### config.mk
export PLATFORM = sky130hd
export DESIGN_NAME = mips_mc_controller
export DESIGN_NICKNAME = d
export VERILOG_FILES = /design/src/rtl/mips_pkg.sv /design/src/rtl/alu_decoder.sv /design/src/rtl/mips_mc_controller.sv
export SDC_FILE = /design/constraint.sdc
export NUM_CORES = 1
export LEC_CHECK = 0
export CAP_MARGIN = 20
export CORE_UTILIZATION = 37
export CTS_CLUSTER_SIZE = 12
export DETAILED_ROUTE_END_ITERATION = 10
export PLACE_DENSITY = 0.77
export SKIP_LAST_GASP = 1
export SLEW_MARGIN = 10
export SYNTH_ARGS = -nofsm -noshare
export SYNTH_HDL_FRONTEND = slang
export SYNTH_SLANG_ARGS = --single-unit
### constraint.sdc
create_clock -name clk -period 2.4 [get_ports clk]
set_input_delay 0.48 -clock clk [delete_from_list [all_inputs] [get_ports clk]]
set_output_delay 0.48 -clock clk [all_outputs]
set_load 0.005 [all_outputs]
### src/rtl/mips_pkg.sv
// ============================================================================
// mips_pkg : shared encodings for the multicycle MIPS controller
// Rev 1.0  : initial release
// ============================================================================
`default_nettype none

package mips_pkg;

  localparam logic [5:0] OP_RTYPE = 6'b000000;
  localparam logic [5:0] OP_LW    = 6'b100011;
  localparam logic [5:0] OP_SW    = 6'b101011;
  localparam logic [5:0] OP_BEQ   = 6'b000100;
  localparam logic [5:0] OP_ADDI  = 6'b001000;
  localparam logic [5:0] OP_J     = 6'b000010;

  localparam logic [5:0] FN_ADD = 6'b100000;
  localparam logic [5:0] FN_SUB = 6'b100010;
  localparam logic [5:0] FN_AND = 6'b100100;
  localparam logic [5:0] FN_OR  = 6'b100101;
  localparam logic [5:0] FN_SLT = 6'b101010;

  localparam logic [2:0] ALU_ADD = 3'b010;
  localparam logic [2:0] ALU_SUB = 3'b110;
  localparam logic [2:0] ALU_AND = 3'b000;
  localparam logic [2:0] ALU_OR  = 3'b001;
  localparam logic [2:0] ALU_SLT = 3'b111;

  localparam logic [1:0] ALUOP_ADD   = 2'b00;
  localparam logic [1:0] ALUOP_SUB   = 2'b01;
  localparam logic [1:0] ALUOP_FUNCT = 2'b10;

  localparam logic [1:0] SRCB_B      = 2'b00;
  localparam logic [1:0] SRCB_FOUR   = 2'b01;
  localparam logic [1:0] SRCB_IMM    = 2'b10;
  localparam logic [1:0] SRCB_IMM_SH = 2'b11;

  localparam logic [1:0] PCSRC_ALU    = 2'b00;
  localparam logic [1:0] PCSRC_ALUOUT = 2'b01;
  localparam logic [1:0] PCSRC_JUMP   = 2'b10;

  typedef enum logic [3:0] {
    S_FETCH    = 4'd0,
    S_DECODE   = 4'd1,
    S_MEMADR   = 4'd2,
    S_MEMREAD  = 4'd3,
    S_MEMWB    = 4'd4,
    S_MEMWRITE = 4'd5,
    S_EXECUTE  = 4'd6,
    S_ALUWB    = 4'd7,
    S_BRANCH   = 4'd8,
    S_ADDIEX   = 4'd9,
    S_ADDIWB   = 4'd10,
    S_JUMP     = 4'd11
  } state_t;

endpackage

`default_nettype wire

### src/rtl/alu_decoder.sv
// ============================================================================
// alu_decoder : combinational ALUOp + Funct -> ALUControl
// Rev 1.0     : initial release
// ============================================================================
`default_nettype none

module alu_decoder
  import mips_pkg::*;
#(
  parameter int FUNCT_W  = 6,
  parameter int ALUCTL_W = 3
) (
  input  logic [1:0]          i_alu_op,
  input  logic [FUNCT_W-1:0]  i_funct,
  output logic [ALUCTL_W-1:0] o_alu_control
);

  always_comb begin
    o_alu_control = ALU_ADD;
    case (i_alu_op)
      ALUOP_SUB: o_alu_control = ALU_SUB;
      ALUOP_FUNCT: begin
        // Unknown funct codes quietly add rather than trap.
        case (i_funct)
          FN_SUB:  o_alu_control = ALU_SUB;
          FN_AND:  o_alu_control = ALU_AND;
          FN_OR:   o_alu_control = ALU_OR;
          FN_SLT:  o_alu_control = ALU_SLT;
          default: o_alu_control = ALU_ADD;
        endcase
      end
      default: o_alu_control = ALU_ADD;
    endcase
  end

endmodule

`default_nettype wire

### src/rtl/mips_mc_controller.sv
// ============================================================================
// mips_mc_controller : multicycle MIPS Moore main decoder plus ALU decoder
// Rev 1.0            : initial release
// ============================================================================
`default_nettype none

module mips_mc_controller
  import mips_pkg::*;
#(
  parameter int OP_W     = 6,
  parameter int FUNCT_W  = 6,
  parameter int ALUCTL_W = 3
) (
  input  logic                clk,
  input  logic                rst_n,
  input  logic [OP_W-1:0]     i_op,
  input  logic [FUNCT_W-1:0]  i_funct,
  input  logic                i_zero,
  output logic                o_iord,
  output logic                o_mem_write,
  output logic                o_ir_write,
  output logic                o_reg_dst,
  output logic                o_mem_to_reg,
  output logic                o_reg_write,
  output logic                o_alu_src_a,
  output logic [1:0]          o_alu_src_b,
  output logic [1:0]          o_pc_src,
  output logic                o_pc_en,
  output logic [ALUCTL_W-1:0] o_alu_control
);

  state_t     r_state;
  state_t     w_next;
  logic       w_mem_write;
  logic       w_ir_write;
  logic       w_reg_write;
  logic       w_pc_write;
  logic       w_branch;
  logic [1:0] w_alu_op;

  always_ff @(posedge clk or negedge rst_n) begin
    if (!rst_n) r_state <= S_FETCH;
    else        r_state <= w_next;
  end

  always_comb begin
    w_next       = S_FETCH;
    o_iord       = 1'b0;
    w_mem_write  = 1'b0;
    w_ir_write   = 1'b0;
    o_reg_dst    = 1'b0;
    o_mem_to_reg = 1'b0;
    w_reg_write  = 1'b0;
    o_alu_src_a  = 1'b0;
    o_alu_src_b  = SRCB_B;
    o_pc_src     = PCSRC_ALU;
    w_pc_write   = 1'b0;
    w_branch     = 1'b0;
    w_alu_op     = ALUOP_ADD;
    case (r_state)
      S_FETCH: begin
        o_alu_src_b = SRCB_FOUR;
        w_ir_write  = 1'b1;
        w_pc_write  = 1'b1;
        w_next      = S_DECODE;
      end
      S_DECODE: begin
        o_alu_src_b = SRCB_IMM_SH;
        case (i_op)
          OP_LW, OP_SW: w_next = S_MEMADR;
          OP_RTYPE:     w_next = S_EXECUTE;
          OP_BEQ:       w_next = S_BRANCH;
          OP_ADDI:      w_next = S_ADDIEX;
          OP_J:         w_next = S_JUMP;
          default:      w_next = S_FETCH;
        endcase
      end
      S_MEMADR: begin
        o_alu_src_a = 1'b1;
        o_alu_src_b = SRCB_IMM;
        w_next      = (i_op == OP_LW) ? S_MEMREAD : S_MEMWRITE;
      end
      S_MEMREAD: begin
        o_iord = 1'b1;
        w_next = S_MEMWB;
      end
      S_MEMWB: begin
        o_mem_to_reg = 1'b1;
        w_reg_write  = 1'b1;
      end
      S_MEMWRITE: begin
        o_iord      = 1'b1;
        w_mem_write = 1'b1;
      end
      S_EXECUTE: begin
        o_alu_src_a = 1'b1;
        w_alu_op    = ALUOP_FUNCT;
        w_next      = S_ALUWB;
      end
      S_ALUWB: begin
        o_reg_dst   = 1'b1;
        w_reg_write = 1'b1;
      end
      S_BRANCH: begin
        o_alu_src_a = 1'b1;
        w_alu_op    = ALUOP_SUB;
        o_pc_src    = PCSRC_ALUOUT;
        w_branch    = 1'b1;
      end
      S_ADDIEX: begin
        o_alu_src_a = 1'b1;
        o_alu_src_b = SRCB_IMM;
        w_next      = S_ADDIWB;
      end
      S_ADDIWB: begin
        w_reg_write = 1'b1;
      end
      S_JUMP: begin
        o_pc_src   = PCSRC_JUMP;
        w_pc_write = 1'b1;
      end
      default: w_next = S_FETCH;
    endcase
  end

  // Write enables are gated by rst_n so an interrupted write drops at once.
  assign o_mem_write = w_mem_write & rst_n;
  assign o_ir_write  = w_ir_write  & rst_n;
  assign o_reg_write = w_reg_write & rst_n;
  assign o_pc_en     = (w_pc_write | (w_branch & i_zero)) & rst_n;

  alu_decoder #(
    .FUNCT_W  (FUNCT_W),
    .ALUCTL_W (ALUCTL_W)
  ) u_alu_decoder (
    .i_alu_op      (w_alu_op),
    .i_funct       (i_funct),
    .o_alu_control (o_alu_control)
  );

endmodule

`default_nettype wire

==> results of run 1 <==
## routing by layer
| metal | up-vias | global-route usage [%] | routed length [um] |
|---|---|---|---|
| li1 | 362 | - | - |
| met1 | 332 | 25.0 | 763 |
| met2 | 28 | 42.9 | 928 |
| met3 | 0 | 3.33 | 70 |
| met4 | 0 | 5.00 | 0 |
| met5 | - | 0 | 0 |
## area by class of cell
| class | instances | area (um2) |
|---|---|---|
| timing repair buffer | 43 | 409 |
| clock buffer | 3 | 22.5 |
| inverter | 5 | 18.8 |
| fill | 106 | 317 |
| sequential | 4 | 101 |
| multi-input combinational | 61 | 447 |
| tap | 15 | 18.8 |
## critical path, cell delays in order (launching register included)
cell and delay, ns:
dfrtp_1 0.39, nand2b_1 0.20, nor3_2 0.25, inv_1 0.11, ha_4 0.23, a211o_1 0.22
dlygate4sd2_1 0.26
## power by group through the flow
stage          sequential (mW)  combinational [mW]  clock [mW]
2_1_floorplan           0.0916               0.176           0
3_3_place_gp             0.104               0.324           0
3_5_place_dp             0.105               0.329           0
4_1_cts                  0.104               0.346      0.0836
5_1_grt                  0.113               0.382      0.0889
6_report                 0.109               0.350      0.0814
## per-stage QoR
| stage | area, um2 | total power [mW] |
|---|---|---|
| after floorplan | 549 | 0.268 |
| after global placement | 917 | 0.428 |
| after detailed placement | 917 | 0.434 |
| after CTS | 972 | 0.534 |
| after global routing | 1020 | 0.585 |
| final | 1020 | 0.541 |
## path summary, 6_finish.rpt
path | end | start | cells past startpoint | slack, ns
hold reg to reg | r_state[0]$_DFF_PN0_ | r_state[2]$_DFF_PN0_ | 2 | 0.68
setup reg to reg | r_state[1]$_DFF_PN0_ | r_state[0]$_DFF_PN0_ | 5 | 0.80
max in group asynchronous | r_state[3]$_DFF_PN0_ | rst_n | 2 | 1.73
min in group clk | r_state[0]$_DFF_PN0_ | r_state[2]$_DFF_PN0_ | 2 | 0.68
hold / removal | r_state[0]$_DFF_PN0_ | rst_n | 2 | 0.55
setup / recovery | o_alu_control[1] | r_state[2]$_DFF_PN0_ | 6 | 0.03
## Yosys cell counts
master,number
o221ai_1,1
o21ai_0,3
nor4_2,1
a211o_1,1
inv_1,5
nor2_1,6
and4_1,1
nand2b_1,2
nand2_1,6
a22oi_1,1
nand3b_1,1
nor3_1,4
a22o_1,1
and3_1,2
or3b_4,1
a31oi_1,2
nor4_1,2
a21oi_1,5
o31a_1,1
xor2_1,3
buf_4,1
ha_1,2
or2_2,1
nor4_4,1
o211ai_1,1
o21bai_1,1
clkbuf_1,3
nor3b_1,4
o22ai_1,1
nor2b_1,2
a221oi_1,1
o31ai_1,1
dfrtp_1,4
nand3_1,2
buf_2,1
## what timing repair did
action                                 in CTS  in global routing
hold buffers                                0                  0
resized for setup                           5                 13
endpoints found under the hold margin       0                  0
setup endpoints to repair                   5                  7
buffers inserted                            3                  0
pin swaps                                   0                  4
## cell families (layout without fill, tap and decap cells)
family	Yosys count	after routing	share of synthesized area (%)
buf+inv	10	51	7.74
simple gates	36	36	40.5
fa+ha+maj	2	2	4.56
compound gates	20	20	24.1
xor+xnor	3	3	4.78
flops	4	4	18.2
==> flow_summary.ini, run 1 <==
[power_and_ir_drop]
p_int_mw = 0.341
combPwrFrac_pct = 64.7
p_sw_share_pct = 37.0
leakage_nw = 0.469
seq_power_share_pct = 20.2
p_sw_mw = 0.200
power_density_nw_per_um2 = 532
vdd.ir_drop.worst_v = 0.000272
p_clk_share_pct = 15.1

[logic_synthesis]
syn-num-nets = 92
synth.distinct_cells = 35
syn_area_um2 = 549
ys_seq_elements = 4
synth_cells = 75
synthTopCellsByArea = dfrtp_1 (18%), nor3b_1 (5.5%), xor2_1 (4.8%)
ys_seq_area_share_pct = 18.2
yosysWarnings = 0
synth_top_area_share_pct = 18.2
avgSynthCellArea_um2 = 7.32
yosys.area.top_type = dfrtp_1

[timing]
max_freq_mhz = 423
finalClockSkew_ns = 0.000233
timing.final.ws_setup_ns = 0.0350
hold_slack_ns = 0.553
layout_min_cycle_time_ns = 2.37
grt_setup_unrepaired = true
setup_viol = 0
slew_violations = 0
worstMarginPinSlew_ns = 0.309
hold_viol = 0
fin_crit_sh_pct = 98.5
tns_ns = 0
maxSlewHeadroom_pct = 79.2

[detailed_routing]
drt-total-wl_mm = 1.76
drc = 0
drtPass1Iterations = 4
first_iter_violations = 3
wl_per_cell_um = 13.5
ant_nets = 0
viasPerCell = 5.51
num_vias = 722

[cells_and_area]
regMostFlops = r_state
drive_above_1_share_pct = 24.1
utilization_pct = 76.3
largest_reg_flops = 4
layout_common_cells = clkdlybuf4s50_1 (22), buf_4 (13), nand2_1 (6)
fin_cells = 131
largestRegisters = r_state: 4 flops
final_common_cell = clkdlybuf4s50_1
nets = 135
syn_to_final_growth_pct = 85.2
diodes = 0

[die]
core_um2 = 1330
dieWidth_um = 40.5
fp.dieH_um = 40.5
io_pins = 30
dieArea_um2 = 1640
start_util_pct = 41.2
rows = 13

[flow_run]
max_cap_violations = 0

[setup_path]
required_ns = 1.92
worst_setup_path_start_kind = register
worstPathArrival_ns = 1.89
path_max_fanout = 4
path_class = reg2out
critPathCaptureType = primary output

[clocking]
cts_made_buffers = 3
htreeDepth = 1
worst_skew_pair.late_latency_ns = 0.23
clk_pin_slew_ns = 0.04
cts_root_buf = clkbuf_4
cts_tree = done
cts_sinks = 4
cts_buffer_depth = 2

[placed_design]
dpl.cell_count = 125
gp_congestion = 0.840
dp_slack_ns = -0.106
io_buffers = 29
dp_hpwl_mm = 1.25

[global_routing]
first_global_vias = 609
antenna_found_initial = 0
grt_util_all_layers_pct = 22.3
overflow = 0
grt_pass1_wl_mm = 2.46
grt_max_degree = 13

[status]
outcome = finished clean

[min_path]
hold_class = in2async
No activity file was read; power rests on OpenSTA's default activity.
==> run 2, diff against run 1 <==
clock period = 2.3 ns   (was 2.4 ns; I/O delays follow)
==> run 2 against run 1 <==
Effect of this change:
- routed wire length is 1.2% lower
- clock power is 5.2% higher
- power is 8.1% higher
- critical path depth is 1 higher
- global-route usage is 0.87 points higher
- count of clock-buffer cells in the layout stayed put
- design area is 1.8% higher
- cell count stayed put
- non-clock buffer count stayed put
- worst hold slack worse by 0.031 ns
- sequential cell count stayed put
- setup slack better by 0.036 ns
==> flow_summary.ini, run 2 (synthesis gave the netlist of run 1 again) <==
[status]
outcome = finished clean

[detailed_routing]
drc = 0
route.met2.wl_um = 936
wl_met1_um = 754
num_vias = 709
dr.max_layer_used = met3
drtPass1Iterations = 4
ant_nets = 0
drt-total-wl_mm = 1.74
viasPerCell = 5.41
wl_per_cell_um = 13.3
first_iter_violations = 14
wl_met3_um = 50

[cells_and_area]
largest_reg_flops = 4
fillers = 104
drive_above_1_share_pct = 30.2
largestRegisters = r_state: 4 flops
nets = 135
diodes = 0
regMostFlops = r_state
final_common_cell = clkdlybuf4s50_1
syn_to_final_growth_pct = 88.6
layout_common_cells = clkdlybuf4s50_1 (22), buf_4 (14), a21oi_1 (5), nand2_1 (5)
fin_cells = 131

[die]
io_pins = 30
dieArea_um2 = 1640
dieWidth_um = 40.5
start_util_pct = 41.2
rows = 13
fp.dieH_um = 40.5
core_um2 = 1330

[power_and_ir_drop]
power_density_nw_per_um2 = 564
vdd.ir_drop.worst_v = 0.000292
leakage_nw = 0.451

[setup_path]
critPathCaptureType = primary output
required_ns = 1.84
path_class = reg2out
crit_family = simple AND/OR/NAND/NOR gates
worstReg2RegStart = r_state[1]$_DFF_PN0_
worst_r2r_path_depth = 5
cp_cell_sequence = nor2b_4, nand2_2, or2_4, inv_2, ha_4, nor3_2, clkdlybuf4s15_1
slowest_stage = dfrtp_1
r2r-end = r_state[1]$_DFF_PN0_
reg2reg_slack_ns = 0.72
worstPathArrival_ns = 1.77
path_max_fanout = 4
slowest_delay_ns = 0.38
cp_num_buf_inv = 2
worst_setup_path_start_kind = register

[timing]
setup_viol = 0
hold_viol = 0
layout_min_cycle_time_ns = 2.23
grt_setup_unrepaired = false
timing.final.ws_setup_ns = 0.0712
finalClockSkew_ns = 0.00467
slew_violations = 0
fin_crit_sh_pct = 96.9
max_freq_mhz = 449
worstMarginPinSlew_ns = 0.319
maxSlewHeadroom_pct = 78.6

[flow_run]
max_cap_violations = 0

[placed_design]
gp_congestion = 0.838
dp_slack_ns = -0.163
dpl.cell_count = 128
io_buffers = 29
dp_hpwl_mm = 1.32

[clocking]
cts_tree = done
cts_root_buf = clkbuf_4
htreeDepth = 1
cts_made_buffers = 3
clk_pin_slew_ns = 0.04
cts_sinks = 4
cts_hold_buf = 0
worst_skew_pair.late_latency_ns = 0.23
post_cts_buffers = 0
cts_buffer_depth = 2

[min_path]
hold_class = in2async

[global_routing]
grt_pass1_wl_mm = 2.55
grt_util_all_layers_pct = 23.1
overflow = 0
first_global_vias = 616
antenna_found_initial = 0
grt_max_degree = 13
[run 2: worst max path at each step]
stage / cells after the start / slack (ns) / startpoint / to
6_report: 7 / 0.07 / r_state[2]$_DFF_PN0_ / o_alu_control[0]
5_1_grt: 7 / 0.006 / r_state[3]$_DFF_PN0_ / o_alu_control[0]
4_1_cts: 5 / -0.07 / r_state[1]$_DFF_PN0_ / o_pc_en
3_5_place_dp: 5 / -0.16 / i_funct[2] / o_alu_control[1]
3_3_place_gp: 5 / -0.12 / i_funct[2] / o_alu_control[1]
2_1_floorplan: 6 / 0.17 / r_state[2]$_DFF_PN0_ / o_alu_control[1]
[run 2: report_power, final]
| group | total, mW | leakage, nW | switching (mW) | internal (mW) |
|---|---|---|---|---|
| Combinational | 0.391 | 0.384 | 0.172 | 0.219 |
| Sequential | 0.109 | 0.0531 | 0.0217 | 0.0869 |
| Clock | 0.0856 | 0.0138 | 0.0274 | 0.0583 |
| Total | 0.585 | 0.451 | 0.221 | 0.364 |
[run 2: per-stage QoR]
step	power (mW)	setup TNS [ns]	util (%)	instance area [um2]	hold WS, ns
2_1_floorplan	0.279	0	-	549	0.164
3_3_place_gp	0.466	-0.310	70.5	940	0.565
3_5_place_dp	0.474	-0.443	70.5	940	0.565
4_1_cts	0.576	-0.0851	75.3	1000	0.521
5_1_grt	0.629	0	77.7	1040	0.517
6_report	0.585	0	77.7	1040	0.522
[run 2: cell type report]
type | count | area, um2 | share of cell area [%]
multi-input cells | 61 | 480 | 46.4
inverters | 5 | 18.8 | 1.81
flip-flops and latches | 4 | 100 | 9.66
well taps | 15 | 18.8 | 1.81
clock buffers | 3 | 22.5 | 2.17
repair buffers | 43 | 395 | 38.2
[run 2: routing by layer]
layer  vias up  GRT usage (%)
met5         -              0
met1       331           25.9
met2        20           44.8
met4         0           5.00
li1        358              -
met3         0           3.33
[run 2: repair_timing]
| action | 4_1_cts | 5_1_grt |
|---|---|---|
| pin swaps | 1 | 1 |
| gates cloned | 0 | 0 |
| setup endpoints to repair | 6 | 5 |
| resized for setup | 14 | 13 |
